## config.mk

```make
export PLATFORM = sky130hd
export DESIGN_NAME = pulse_synth
export DESIGN_NICKNAME = d
export VERILOG_FILES = /design/src/rtl/pulse_pkg.sv /design/src/rtl/pulse_synth_bcd3_to_bin.sv /design/src/rtl/pulse_synth.sv
export SDC_FILE = /design/constraint.sdc
export NUM_CORES = 1
export LEC_CHECK = 0
export CAP_MARGIN = 20
export CORE_AREA = 4 4 106 108
export CTS_CLUSTER_DIAMETER = 40
export CTS_CLUSTER_SIZE = 24
export DETAILED_ROUTE_END_ITERATION = 6
export DIE_AREA = 0 0 110 112
export HOLD_SLACK_MARGIN = 0.12
export PLACE_DENSITY = 0.7
export SLEW_MARGIN = 25
export SYNTH_ARGS = -nofsm -noshare
export SYNTH_HDL_FRONTEND = slang
export SYNTH_SLANG_ARGS = --single-unit
export TNS_END_PERCENT = 5
```

## constraint.sdc

```tcl
create_clock -name clk -period 6.05 [get_ports clk]
set_clock_uncertainty 0.15 [all_clocks]
set_input_delay 1.21 -clock clk [delete_from_list [all_inputs] [get_ports clk]]
set_output_delay 1.21 -clock clk [all_outputs]
set_load 0.01 [all_outputs]
```

## src/rtl/pulse_pkg.sv

```systemverilog
// pulse_pkg: definitions shared by the pulse generator and the pulse receiver.
//   MS_PER_MIN      - milliseconds per minute; the accumulator wraps here
//   MAX_BPM_DEFAULT - default ceiling for a requested beat rate
//   bcd_t           - one BCD digit
//   synth_state_t   - beat generator states
package pulse_pkg;

  localparam int unsigned MS_PER_MIN      = 60000;
  localparam int unsigned MAX_BPM_DEFAULT = 250;

  typedef logic [3:0] bcd_t;

  typedef enum logic [1:0] {
    IDLE,
    LOW,
    HIGH,
    ERR
  } synth_state_t;

endpackage

```

## src/rtl/pulse_synth_bcd3_to_bin.sv

```systemverilog
// bcd3_to_bin: combinational conversion of three BCD digits to binary.
//   d2_i, d1_i, d0_i - hundreds, tens and ones digits
//   bin_o            - d2*100 + d1*10 + d0 (0..999 for valid digits)
//   invalid_o        - high when any digit is above 9; bin_o is then meaningless
module bcd3_to_bin
  import pulse_pkg::*;
(
  input  bcd_t       d2_i,
  input  bcd_t       d1_i,
  input  bcd_t       d0_i,
  output logic [9:0] bin_o,
  output logic       invalid_o
);

  assign bin_o     = 10'(d2_i) * 10'd100 + 10'(d1_i) * 10'd10 + 10'(d0_i);
  assign invalid_o = (d2_i > 4'd9) || (d1_i > 4'd9) || (d0_i > 4'd9);

endmodule

```

## src/rtl/pulse_synth.sv

```systemverilog
// pulse_synth: synthetic heartbeat generator driven by a BCD beat rate.
//   clk        - system clock
//   rst        - asynchronous, active-low reset
//   en         - run enable (level)
//   bd2/bd1/bd0- BCD hundreds/tens/ones of the requested beats per minute
//   pulse_out  - beat output, high for PULSE_MS ms per beat
//   beat_count - beats emitted so far, wraps 255 -> 0
//   err        - high while any digit is not a valid BCD value
module pulse_synth
  import pulse_pkg::*;
#(
  parameter int CLK_FREQ_HZ = 100_000_000,
  parameter int PULSE_MS    = 100,
  parameter int MAX_BPM     = MAX_BPM_DEFAULT
) (
  input  logic       clk,
  input  logic       rst,
  input  logic       en,
  input  bcd_t       bd2,
  input  bcd_t       bd1,
  input  bcd_t       bd0,
  output logic       pulse_out,
  output logic [7:0] beat_count,
  output logic       err
);

  localparam int TC      = CLK_FREQ_HZ / 1000 - 1;
  localparam int PRESC_W = (TC > 0) ? $clog2(TC + 1) : 1;
  localparam int WIDTH_W = $clog2(PULSE_MS + 1);

  logic [9:0]         bin;
  logic               invalid;
  logic [9:0]         bpm_d, bpm_q;
  logic               err_q;
  synth_state_t       state_d, state_q;
  logic [PRESC_W-1:0] presc_d, presc_q;
  logic [15:0]        acc_d, acc_q;
  logic [WIDTH_W-1:0] width_d, width_q;
  logic [7:0]         beat_d, beat_q;
  logic               tick;
  logic               fire;
  logic [16:0]        sum;
  logic [16:0]        diff;

  bcd3_to_bin u_conv (
    .d2_i      (bd2),
    .d1_i      (bd1),
    .d0_i      (bd0),
    .bin_o     (bin),
    .invalid_o (invalid)
  );

  // An invalid rate reads as zero so a bad digit can never produce beats.
  always_comb begin
    bpm_d = bin;
    if (invalid)                 bpm_d = '0;
    else if (bin > 10'(MAX_BPM)) bpm_d = 10'(MAX_BPM);
  end

  // Millisecond strobe; the prescaler only runs outside IDLE.
  assign tick = (state_q != IDLE) && (presc_q == PRESC_W'(TC));

  // Wrapping accumulator: one beat each time bpm has been added 60000/bpm times.
  assign sum  = {1'b0, acc_q} + {7'b0, bpm_q};
  assign diff = sum - 17'(MS_PER_MIN);
  assign fire = tick && (sum >= 17'(MS_PER_MIN));

  always_comb begin
    state_d = state_q;
    presc_d = presc_q;
    acc_d   = acc_q;
    width_d = width_q;
    beat_d  = beat_q;

    if (state_q != IDLE) begin
      presc_d = tick ? '0 : presc_q + PRESC_W'(1);
    end

    // The rate keeps accumulating during HIGH so the period is independent of width.
    if (tick && (state_q == LOW || state_q == HIGH)) begin
      acc_d = fire ? diff[15:0] : sum[15:0];
    end

    unique case (state_q)
      IDLE: begin
        presc_d = '0;
        acc_d   = '0;
        if (en) state_d = err_q ? ERR : LOW;
      end
      LOW: begin
        if (err_q) begin
          state_d = ERR;
          acc_d   = '0;
        end else if (fire) begin
          state_d = HIGH;
          beat_d  = beat_q + 8'd1;
          width_d = WIDTH_W'(PULSE_MS);
        end
      end
      HIGH: begin
        // A fire here is intentionally ignored: a beat cannot start mid-pulse.
        if (err_q) begin
          state_d = ERR;
          acc_d   = '0;
          width_d = '0;
        end else if (tick) begin
          if (width_q <= WIDTH_W'(1)) begin
            state_d = LOW;
            width_d = '0;
          end else begin
            width_d = width_q - WIDTH_W'(1);
          end
        end
      end
      ERR: begin
        acc_d = '0;
        if (!err_q) state_d = LOW;
      end
      default: state_d = IDLE;
    endcase

    if (!en) begin
      state_d = IDLE;
      presc_d = '0;
      acc_d   = '0;
      width_d = '0;
    end
  end

  always_ff @(posedge clk or negedge rst) begin
    if (!rst) begin
      bpm_q   <= '0;
      err_q   <= 1'b0;
      state_q <= IDLE;
      presc_q <= '0;
      acc_q   <= '0;
      width_q <= '0;
      beat_q  <= '0;
    end else begin
      bpm_q   <= bpm_d;
      err_q   <= invalid;
      state_q <= state_d;
      presc_q <= presc_d;
      acc_q   <= acc_d;
      width_q <= width_d;
      beat_q  <= beat_d;
    end
  end

  assign pulse_out  = (state_q == HIGH);
  assign beat_count = beat_q;
  assign err        = err_q;

endmodule

```

==> run summary, run 1 <==
PLACE
------------------------------------------------------------------------------
Detailed Place HPWL                                                    7160 µm
Minimum setup slack after placement                                   0.892 ns
RD Place Congestion                                                      0.847
Port bufs                                                                   24

YOSYS
------------------------------------------------------------------------------
Count of mapped cells out of synthesis                                     498
Cell type contributing the most total cell area after synthesis   sky130_fd_sc_hd__dfrtp_1
Number of flops mapped to enable cells by yosys                              0
Cell area after synthesis                                             4560 µm²
Commonest cells post-synth                                        sky130_fd_sc_hd__dfrtp_1, sky130_fd_sc_hd__nor2_1, sky130_fd_sc_hd__ha_1
Top-count cell post-synth                                         sky130_fd_sc_hd__dfrtp_1
Share of synthesized area occupied by flip-flops and latches             0.335
Post-Synthesis Mean Instance Area                                     9.16 µm²
Seq cells post-synth                                                        61
Yosys cell types                                                            69
Top post-synthesis cells by area                                  sky130_fd_sc_hd__dfrtp_1, sky130_fd_sc_hd__ha_1, sky130_fd_sc_hd__xnor2_1, sky130_fd_sc_hd__nor2_1, sky130_fd_sc_hd__xor2_1
Async SR Flop Fraction                                                    1.00
Top cell type's share of synthesized area                                0.335
Commonest register cell after synthesis                           sky130_fd_sc_hd__dfrtp_1
Warnings, synthesis                                                          0

CRITICAL PATH
------------------------------------------------------------------------------
Library cell appearing most often on the critical path            sky130_fd_sc_hd__ha_1
Slowest stage cell, crit path                                     sky130_fd_sc_hd__clkdlybuf4s50_1
Cell-by-cell trace of the critical path                           clkdlybuf4s50_1 -> ha_1 -> ha_1 -> fa_1 -> ha_1 -> ha_1 -> a21oi_1 -> nor2b_1 -> o21a_1 -> and3b_1 -> o21ai_0 -> o21ai_0 -> a22o_1 -> and3b_1 -> and2_1
Worst endpoint data arrival time                                       4.90 ns
Critical-path maximum fanout                                                 7
Path type of the worst setup path                                 input port to register
Crit end category                                                     register
Worst path required time                                               6.12 ns
Startpoint class of the critical path                               input port
Slowest Stage Delay on Critical Path                                   0.47 ns

FLOORPLAN
------------------------------------------------------------------------------
Core Footprint                                                       10200 µm²
Die ar.                                                              12300 µm²
I/O pin count                                                               25
Site Rows                                                                   37
Width of the die                                                        110 µm
Vertical extent of the die                                              112 µm
Starting density of the core                                             0.446

GRT
------------------------------------------------------------------------------
Largest net degree at the start of global routing                           62
Initial antenna violation count                                              0
All-layer global routing usage                                           0.166
GR Overflow Total                                                            0
Gr busiest metal                                                          met2
Global-route wire length before repair                                16800 µm
Met2 usage in global routing                                             0.261
GR Layer Usage met1                                                      0.223
Number of global-route vias before repair                                 3632
Global-route met3 utilization                                           0.0284

DETAILED ROUTING
------------------------------------------------------------------------------
Via density per instance                                                  5.58
Number of DRC violations after detailed-routing iteration 0                244
Remaining antenna violation count after routing                              0
DRC violation count after routing                                            0
Routed wire length                                                     9450 µm
First drt pass iteration count                                               4
Via total after detailed routing                                          3685
Detail-routed net length per standard cell                             14.3 µm

LAYOUT
------------------------------------------------------------------------------
Share of layout cells above drive strength 1                            0.0573
Combined area of the multi-input logic cells                          2860 µm²
Footprint of the flip-flops and latches                               1530 µm²
Layout fillers                                                             953
Antenna Cells                                                                0
P&R area growth vs syn                                                   11.3%
Final net count                                                            586

TIMING
------------------------------------------------------------------------------
RSZ-0062 raised after global routing                                        no
Final period demand of the worst path                                  4.82 ns
Post-route clock period utilization                                      0.797
Total count of hold-check failures in the final report                       0
Number of pins with negative max-slew slack in the final report              0
Fin Setup TNS                                                             0 ns
Worst Slack Setup Final                                                1.23 ns
Fin Hold WS                                                           0.324 ns
Actual slew at the worst max-slew pin                                 0.784 ns
Endpoints failing setup                                                      0
Maximum clock rate                                                     207 MHz
Worst rel slew slack                                                     0.475

CLOCK TREE
------------------------------------------------------------------------------
Number of clock sinks seen by CTS                                           61
Total clock buffers created by CTS                                           9
CTS tree                                                                  done
Clock latency reported for the late side of the worst-skew pair        0.34 ns
Setup Fix Bufs, Post-CTS                                                     0
Quantity of hold-fixing buffers added after cts                              0
Maximum level of the CTS H-tree                                              3
Post_cts resized                                                             0
Clock transition at the registers of the reported paths                0.07 ns
Maximum clock path buffer count                                              2
Clock root buffer master                                          sky130_fd_sc_hd__clkbuf_8

POWER
------------------------------------------------------------------------------
Peak supply drop                                                   0.0000898 V
P per Cell Area                                                     201 nW/µm²
Static power due to leakage                                            2.22 nW

STATUS
------------------------------------------------------------------------------
Status                                                               completed

RUN
------------------------------------------------------------------------------
Maximum capacitance violations                                               0

HOLD PATH
------------------------------------------------------------------------------
HP Class                                                          register to register

==> final timing paths <==
check                                            start                      to  slack [ns]  cells after the start
worst max-delay path                            bd1[1]      bpm_q[2]$_DFF_PN0_        1.23                     15
worst min-delay path            presc_q[0]$_DFFE_PN0P_  presc_q[0]$_DFFE_PN0P_        0.32                      1
worst max register to register      bpm_q[0]$_DFF_PN0_  width_q[2]$_DFFE_PN0P_        1.63                     12
worst min register to register  presc_q[0]$_DFFE_PN0P_  presc_q[0]$_DFFE_PN0P_        0.32                      1
max in group asynchronous                          rst      bpm_q[1]$_DFF_PN0_        4.37                      2
min in group asynchronous                          rst      bpm_q[9]$_DFF_PN0_        0.88                      2
==> where the power goes <==
part	total [mW]	internal (mW)	switching (mW)
sequential	0.437	0.423	0.0139
clock	0.320	0.150	0.170
combinational	0.262	0.110	0.153
==> worst max-delay path: cells and delay by family <==
kind	cells	cell delay, ns
adders and majority gates	5	1.64
AOI/OAI and AO/OA	5	0.97
and+or+nand+nor	4	0.62
buffers and inverters	1	0.47
==> sequential cells by signal, indices dropped and copies added, names as in the netlist <==
| register | count |
|---|---|
| width_q | 7 |
| state_q | 2 |
| err | 1 |
| bpm_q | 10 |
| presc_q | 17 |
| acc_q | 16 |
| beat_count | 8 |
==> metal layers <==
metal  part of all wire  wire [µm]  vias to the layer above
met5                  0          0                        -
met4              0.014        136                        0
met3              0.028        268                       14
met2               0.47       4440                       70
met1               0.49       4610                     1774
li1                   -          -                     1827
==> cell usage in the layout, fill, tap and decap left out, types with 13 or more instances in the layout <==
cell and instances:
sky130_fd_sc_hd__nor2_1 49, sky130_fd_sc_hd__nor3_1 13, sky130_fd_sc_hd__nand2_1 32, sky130_fd_sc_hd__dfrtp_1 61, sky130_fd_sc_hd__xnor2_1 26, sky130_fd_sc_hd__inv_1 25
sky130_fd_sc_hd__o21ai_0 22, sky130_fd_sc_hd__xor2_1 18, sky130_fd_sc_hd__clkdlybuf4s50_1 23, sky130_fd_sc_hd__nand3_1 19, sky130_fd_sc_hd__a21oi_1 30, sky130_fd_sc_hd__ha_1 46
==> cells by family (layout without fill, tap and decap cells) <==
logic type | count (synthesis) | in the layout | synth area share
buffers and inverters | 42 | 67 | 0.0384
AND/OR/NAND/NOR | 180 | 180 | 0.202
multiplexers | 3 | 3 | 0.00686
adder cells (fa/ha/maj) | 52 | 52 | 0.153
other | 1 | 2 | 0.000822
XOR/XNOR | 44 | 44 | 0.0845
flip-flops | 61 | 61 | 0.335
AO/OA/AOI/OAI | 115 | 115 | 0.180
==> final cells by class <==
class	instances	area share
Sequential cell	61	0.301
Clock inverter	7	0.00986
Timing Repair Buffer	26	0.0493
Multi-Input combinational cell	396	0.564
Clock buffer	9	0.0244
Inverter	25	0.0185
Tap cell	136	0.0335
==> stage by stage <==
step,power [mW],utilization,instances,cell area [µm²]
2_1_floorplan,0.638,-,499,4560
5_1_grt,1.09,0.496,660,5080
3_3_place_gp,0.697,0.479,644,4900
6_report,1.02,0.496,660,5080
4_1_cts,1.03,0.496,660,5080
3_5_place_dp,0.706,0.479,644,4900
No activity file was read; power rests on OpenSTA's default activity.
==> inputs of run 2 (changes only) <==
--- a/config.mk
+++ b/config.mk
@@ -12,7 +12,7 @@
 export DETAILED_ROUTE_END_ITERATION = 6
 export DIE_AREA = 0 0 110 112
 export HOLD_SLACK_MARGIN = 0.12
-export PLACE_DENSITY = 0.7
+export PLACE_DENSITY = 0.72
 export SLEW_MARGIN = 25
 export SYNTH_ARGS = -nofsm -noshare
 export SYNTH_HDL_FRONTEND = slang
==> constraint.sdc (replaced) <==
create_clock -name clk -period 3.9 [get_ports clk]
set_clock_uncertainty 0.15 [all_clocks]
set_input_delay 0.78 -clock clk [delete_from_list [all_inputs] [get_ports clk]]
set_output_delay 0.78 -clock clk [all_outputs]
set_load 0.01 [all_outputs]
==> run summary, run 2 (synthesis gave the netlist of run 1 again) <==
CRITICAL PATH
------------------------------------------------------------------------------
Worst endpoint data arrival time                                       3.90 ns   -1.00 ns
Path type of the worst setup path                                 input port to register
Crit end category                                                     register
Critical R2R Launch                                               acc_q[0]$_DFFE_PN0P_
Startpoint class of the critical path                               input port
Worst reg2reg setup slack                                              0.22 ns   -1.41 ns
Path depth of the worst reg2reg path                                        12   unchanged
Critical-path maximum fanout                                                 3   -4
Worst path required time                                               3.98 ns   -2.14 ns
Start point of the critical path                                        bd0[2]
Endpoint of the worst-slack reg-to-reg timing path                beat_count[1]$_DFFE_PN0P_

CLOCK TREE
------------------------------------------------------------------------------
Number of clock sinks seen by CTS                                           61   unchanged
Total clock buffers created by CTS                                           9   unchanged
Clock root buffer master                                          sky130_fd_sc_hd__clkbuf_8
Maximum level of the CTS H-tree                                              3   unchanged
Clock latency reported for the late side of the worst-skew pair        0.34 ns   about the same
CTS tree                                                                  done
Maximum clock path buffer count                                              2   unchanged
Clock transition at the registers of the reported paths                0.08 ns   about the same
Quantity of hold-fixing buffers added after cts                              0   unchanged

GRT
------------------------------------------------------------------------------
Largest net degree at the start of global routing                           37   -40%
GR Layer Usage met1                                                      0.207   -0.0162
Global-route wire length before repair                                17500 µm   +4.7%
Initial antenna violation count                                              0   unchanged
Gr busiest metal                                                          met2
All-layer global routing usage                                           0.172   +0.00622
GR Overflow Total                                                            0   unchanged
Number of global-route vias before repair                                 3945   +8.6%
Global-route met3 utilization                                           0.0296   +0.00116
Met2 usage in global routing                                             0.309   +0.0481

TIMING
------------------------------------------------------------------------------
Maximum clock rate                                                     261 MHz
Final period demand of the worst path                                  3.83 ns
Endpoints failing setup                                                      0   unchanged
Number of pins with negative max-slew slack in the final report              0   unchanged
RSZ-0062 raised after global routing                                       yes
Worst Slack Setup Final                                              0.0739 ns   -1.15 ns
Post-route clock period utilization                                      0.981
Total count of hold-check failures in the final report                       0   unchanged
Actual slew at the worst max-slew pin                                 0.776 ns   -0.00739 ns
Worst rel slew slack                                                     0.482   +0.00723

DETAILED ROUTING
------------------------------------------------------------------------------
Via density per instance                                                  5.52   -1.1%
Detail-routed net length per standard cell                             14.4 µm   +0.35%
Number of DRC violations after detailed-routing iteration 0                230   -5.7%
First drt pass iteration count                                               4   unchanged
Remaining antenna violation count after routing                              0   unchanged
Via total after detailed routing                                          3838   +4.2%
Routed wire length                                                     9990 µm   +5.7%
DRC violation count after routing                                            0   unchanged

HOLD PATH
------------------------------------------------------------------------------
Endpoint with the worst hold slack                                presc_q[0]$_DFFE_PN0P_
Launch instance of the worst min-delay path                       presc_q[0]$_DFFE_PN0P_
Number of cells traversed by the worst hold path                             1   unchanged
HP Class                                                          register to register

FLOORPLAN
------------------------------------------------------------------------------
I/O pin count                                                               25   unchanged
Starting density of the core                                             0.446   unchanged
Vertical extent of the die                                              112 µm   unchanged
Core Footprint                                                       10200 µm²   unchanged
Site Rows                                                                   37   unchanged
Die ar.                                                              12300 µm²   unchanged
Width of the die                                                        110 µm   unchanged

POWER
------------------------------------------------------------------------------
Static power due to leakage                                            2.42 nW   +8.7%
Total chip power                                                       1.81 mW   +78%
P per Cell Area                                                     329 nW/µm²   +64%
Peak supply drop                                                    0.000221 V   +150%

PLACE
------------------------------------------------------------------------------
Standard cell area after detailed placement                           5160 µm²   +5.3%
Count of placed standard cells including taps                              674   +4.7%
Minimum setup slack after placement                                  -0.553 ns   -1.45 ns
Detailed Place HPWL                                                    7620 µm   +6.5%
RD Place Congestion                                                      0.857   +1.2%
Port bufs                                                                   24   unchanged

LAYOUT
------------------------------------------------------------------------------
Number of cells in the finished layout apart from fillers                  695   +5.3%
Leading cell types in the layout, fill and taps excluded          sky130_fd_sc_hd__dfrtp_1, sky130_fd_sc_hd__nor2_1, sky130_fd_sc_hd__ha_1
Share of layout cells above drive strength 1                             0.154   +0.0966
Register bank with the most flops                                      presc_q
Top Registers                                                     presc_q: 17 flops, acc_q: 16 flops, bpm_q: 10 flops
Footprint of the flip-flops and latches                               1530 µm²   unchanged
Combined area of the multi-input logic cells                          3000 µm²   +4.9%
Leading cell type in the layout, fill and taps excluded           sky130_fd_sc_hd__dfrtp_1
Layout fillers                                                             893   -6.3%
Antenna Cells                                                                0   unchanged
Final net count                                                            621   +6.0%
Number of flip-flops in the largest register                                17   unchanged
Finished Cell Area                                                    5500 µm²   +8.4%
P&R area growth vs syn                                                   20.7%

RUN
------------------------------------------------------------------------------
Maximum capacitance violations                                               0   unchanged

STATUS
------------------------------------------------------------------------------
Status                                                               completed

==> run 2: stage by stage <==
step | TNS [ns] | utilization | hold slack, ns
global placement | -3.24 | 0.504 | 0.311
CTS | 0 | 0.532 | 0.338
finish | 0 | 0.538 | 0.333
global route | -0.0186 | 0.538 | 0.354
detailed placement | -4.05 | 0.504 | 0.327
floorplan | 0 | - | 0.298
==> run 2: where the power goes <==
part,internal [mW],switching (mW),leakage [nW]
registers,0.657,0.0205,0.829
logic,0.290,0.283,1.49
clock network,0.297,0.265,0.0996
total,1.24,0.568,2.42
==> run 2: critical path, stage by stage <==
cell,delay (ns)
sky130_fd_sc_hd__clkdlybuf4s50_1,0.50
sky130_fd_sc_hd__fa_1,0.42
sky130_fd_sc_hd__ha_2,0.20
sky130_fd_sc_hd__fa_2,0.40
sky130_fd_sc_hd__a21o_1,0.20
sky130_fd_sc_hd__a21oi_4,0.17
sky130_fd_sc_hd__nor2b_1,0.08
sky130_fd_sc_hd__o21a_1,0.22
sky130_fd_sc_hd__and3b_1,0.18
sky130_fd_sc_hd__o21ai_2,0.13
sky130_fd_sc_hd__o21ai_1,0.07
sky130_fd_sc_hd__a22o_1,0.24
sky130_fd_sc_hd__and3b_1,0.16
sky130_fd_sc_hd__and2_1,0.15
==> run 2: layout make-up <==
type,count,area share
inverters,25,0.0170
repair buffers,61,0.0932
clock buffers,9,0.0225
well taps,136,0.0309
flip-flops and latches,61,0.277
multi-input cells,396,0.546
clock inverters,7,0.0134
==> run 2: worst max-delay path by stage <==
| stage | cells after the start | endpoint | slack (ns) |
|---|---|---|---|
| 2_1_floorplan | 14 | bpm_q[0]$_DFF_PN0_ | 0.02 |
| 3_3_place_gp | 15 | bpm_q[0]$_DFF_PN0_ | -0.45 |
| 3_5_place_dp | 15 | bpm_q[2]$_DFF_PN0_ | -0.55 |
| 4_1_cts | 14 | bpm_q[2]$_DFF_PN0_ | 0.0003 |
| 5_1_grt | 14 | acc_q[15]$_DFFE_PN0P_ | -0.01 |
| 6_report | 14 | bpm_q[2]$_DFF_PN0_ | 0.07 |
==> run 2: timing repair <==
action	4_1_cts	5_1_grt
pin swaps	13	7
buffers inserted	5	0
cloned	0	0
setup endpoints to repair	8	30
resized for setup	16	12
==> run 2: layer usage <==
layer  wire length (µm)  vias up
li1                   -     1890
met5                  0        -
met1               4410     1870
met2               5180       57
met4                196        0
met3                207       21
==> inputs of run 3 (changes only) <==
--- a/config.mk
+++ b/config.mk
@@ -12,7 +12,10 @@
 export DETAILED_ROUTE_END_ITERATION = 6
 export DIE_AREA = 0 0 110 112
 export HOLD_SLACK_MARGIN = 0.12
+export MAX_ROUTING_LAYER = met4
 export PLACE_DENSITY = 0.72
+export REMOVE_ABC_BUFFERS = 1
+export SETUP_SLACK_MARGIN = 0.3
 export SLEW_MARGIN = 25
 export SYNTH_ARGS = -nofsm -noshare
 export SYNTH_HDL_FRONTEND = slang
==> run summary, run 3 (synthesis gave the netlist of run 1 again) <==
TIMING
------------------------------------------------------------------------------
Number of pins with negative max-slew slack in the final report              0   unchanged
Final period demand of the worst path                                  3.57 ns   -0.255 ns
Endpoints failing setup                                                      0   unchanged
Fin Setup TNS                                                             0 ns   unchanged
Maximum clock rate                                                     280 MHz   +7.1%
Worst rel slew slack                                                     0.587   +0.104
Total count of hold-check failures in the final report                       0   unchanged
Actual slew at the worst max-slew pin                                 0.618 ns   -0.158 ns
RSZ-0062 raised after global routing                                       yes
Post-route clock period utilization                                      0.916   -0.0654
Worst Slack Setup Final                                               0.329 ns   +0.255 ns
Fin Hold WS                                                           0.271 ns   -0.0617 ns

FLOORPLAN
------------------------------------------------------------------------------
I/O pin count                                                               25   unchanged
Core Footprint                                                       10200 µm²   unchanged
Vertical extent of the die                                              112 µm   unchanged
Die ar.                                                              12300 µm²   unchanged
Starting density of the core                                             0.446   unchanged
Site Rows                                                                   37   unchanged
Width of the die                                                        110 µm   unchanged

LAYOUT
------------------------------------------------------------------------------
P&R area growth vs syn                                                   21.5%
Share of layout cells above drive strength 1                             0.181   +0.0268
Antenna Cells                                                                0   unchanged
Layout fillers                                                             919   +2.9%
Leading cell type in the layout, fill and taps excluded           sky130_fd_sc_hd__dfrtp_1
Number of cells in the finished layout apart from fillers                  695   unchanged
Top Registers                                                     presc_q: 17 flops, acc_q: 16 flops, bpm_q: 10 flops
Finished Cell Area                                                    5540 µm²   +0.64%
Leading cell types in the layout, fill and taps excluded          sky130_fd_sc_hd__dfrtp_1, sky130_fd_sc_hd__nor2_1, sky130_fd_sc_hd__buf_4
Number of flip-flops in the largest register                                17   unchanged
Register bank with the most flops                                      presc_q
Final net count                                                            621   unchanged

CRITICAL PATH
------------------------------------------------------------------------------
Startpoint class of the critical path                               input port
Worst path required time                                               3.99 ns   about the same
Worst endpoint data arrival time                                       3.66 ns   -0.24 ns
Critical-path maximum fanout                                                 4   +1
Library cell appearing most often on the critical path            sky130_fd_sc_hd__ha_4
Family with the most delay on the worst path                       adder cells
Slowest stage cell, crit path                                     sky130_fd_sc_hd__fa_2
Slowest Stage Delay on Critical Path                                   0.56 ns   +0.06 ns
Start point of the critical path                                        bd2[3]
Critical R2R Launch                                               bpm_q[0]$_DFF_PN0_
Crit end category                                                     register
Path type of the worst setup path                                 input port to register
Cell-by-cell trace of the critical path                           clkdlybuf4s50_1 -> ha_1 -> ha_2 -> fa_2 -> ha_4 -> ha_4 -> o21a_1 -> buf_6 -> nor3_1 -> a21oi_1 -> o21ai_1 -> a22o_1 -> and3b_1 -> and2_1
Crit path buf inv count                                                      2   +1

CLOCK TREE
------------------------------------------------------------------------------
Clock root buffer master                                          sky130_fd_sc_hd__clkbuf_8
Number of clock sinks seen by CTS                                           61   unchanged
Maximum level of the CTS H-tree                                              3   unchanged
Clock latency reported for the late side of the worst-skew pair        0.34 ns   about the same
Total clock buffers created by CTS                                           9   unchanged
Maximum clock path buffer count                                              2   unchanged
Quantity of hold-fixing buffers added after cts                              0   unchanged
CTS tree                                                                  done
Clock transition at the registers of the reported paths                0.07 ns   about the same

PLACE
------------------------------------------------------------------------------
Count of placed standard cells including taps                              673   -0.15%
Standard cell area after detailed placement                           5120 µm²   -0.78%
Port bufs                                                                   24   unchanged
RD Place Congestion                                                      0.849   -0.99%
Minimum setup slack after placement                                  -0.584 ns   -0.0305 ns
Detailed Place HPWL                                                    7450 µm   -2.2%

DETAILED ROUTING
------------------------------------------------------------------------------
Number of DRC violations after detailed-routing iteration 0                173   -25%
First drt pass iteration count                                               4   unchanged
DRC violation count after routing                                            0   unchanged
Remaining antenna violation count after routing                              0   unchanged
Via density per instance                                                  5.53   +0.10%
Detail-routed net length per standard cell                             14.8 µm   +2.9%
Via total after detailed routing                                          3842   +0.10%
Routed wire length                                                    10300 µm   +2.9%

POWER
------------------------------------------------------------------------------
Peak supply drop                                                    0.000248 V   +12%
Static power due to leakage                                            2.39 nW   -0.99%
P per Cell Area                                                     316 nW/µm²   -4.0%

STATUS
------------------------------------------------------------------------------
Status                                                               completed

GRT
------------------------------------------------------------------------------
Largest net degree at the start of global routing                           43   +16%
Number of global-route vias before repair                                 3917   -0.71%
Global-route wire length before repair                                17900 µm   +1.9%
Initial antenna violation count                                              0   unchanged
All-layer global routing usage                                           0.183   +0.0111
GR Overflow Total                                                            0   unchanged

HOLD PATH
------------------------------------------------------------------------------
HP Class                                                          input port to async pin

RUN
------------------------------------------------------------------------------
Maximum capacitance violations                                               0   unchanged

run 3: cell count changes in the layout (fill, tap and decap cells not counted), moves of 2 or more:
cell / delta
sky130_fd_sc_hd__inv_1: -2
sky130_fd_sc_hd__fa_1: -2
sky130_fd_sc_hd__clkdlybuf4s50_1: -2
sky130_fd_sc_hd__clkinvlp_4: +2
sky130_fd_sc_hd__dlygate4sd2_1: -3
sky130_fd_sc_hd__clkbuf_2: +2
sky130_fd_sc_hd__buf_6: +3
sky130_fd_sc_hd__inv_2: +2
sky130_fd_sc_hd__fa_2: +2
sky130_fd_sc_hd__ha_4: +3
sky130_fd_sc_hd__ha_1: -3
run 3: path summary, 6_finish.rpt:
check                                       endpoint  slack (ns)  depth (start not counted)
setup / recovery                  bpm_q[0]$_DFF_PN0_        0.33                         14
hold / removal               presc_q[14]$_DFFE_PN0P_        0.27                          1
setup reg to reg               acc_q[10]$_DFFE_PN0P_        0.35                         13
hold reg to reg            beat_count[7]$_DFFE_PN0P_        0.33                          1
max in group asynchronous     presc_q[8]$_DFFE_PN0P_        2.65                          2
min in group clk           beat_count[7]$_DFFE_PN0P_        0.33                          1
run 3: per-stage QoR:
stage / utilization / total power [mW]
after floorplan: - / 0.981
after global placement: 0.500 / 1.17
after detailed placement: 0.500 / 1.18
after CTS: 0.533 / 1.74
after global routing: 0.541 / 1.86
final: 0.541 / 1.75
run 3: timing repair:
action | 4_1_cts | 5_1_grt
gates resized for setup | 33 | 30
setup buffers | 5 | 1
cloned | 0 | 0
endpoints found under the setup margin | 29 | 32
pin swaps | 19 | 19
run 3: report_power, final:
group          switching [mW]  internal [mW]  total, mW
combinational           0.288          0.288      0.576
sequential             0.0209          0.657      0.678
clock                   0.266          0.231      0.496
run 3: area by class of cell:
class / instances / area, µm² / share of cell area
Clock buffer: 9 / 124 / 0.0224
Multi-Input combinational cell: 396 / 3060 / 0.552
Inverter: 25 / 93.8 / 0.0169
Tap cell: 136 / 170 / 0.0307
Clock inverter: 7 / 50.0 / 0.00904
Sequential cell: 61 / 1530 / 0.276
Timing Repair Buffer: 61 / 517 / 0.0933
run 3: layer usage:
layer  routed length [µm]  vias to the layer above  track usage  share of wire
met2                 5310                       83        0.320           0.52
li1                     -                     1901            -              -
met3                  280                       22       0.0243          0.027
met1                 4440                     1836        0.212           0.43
met4                  252                        0       0.0632          0.025
met5                    0                        -            -              0
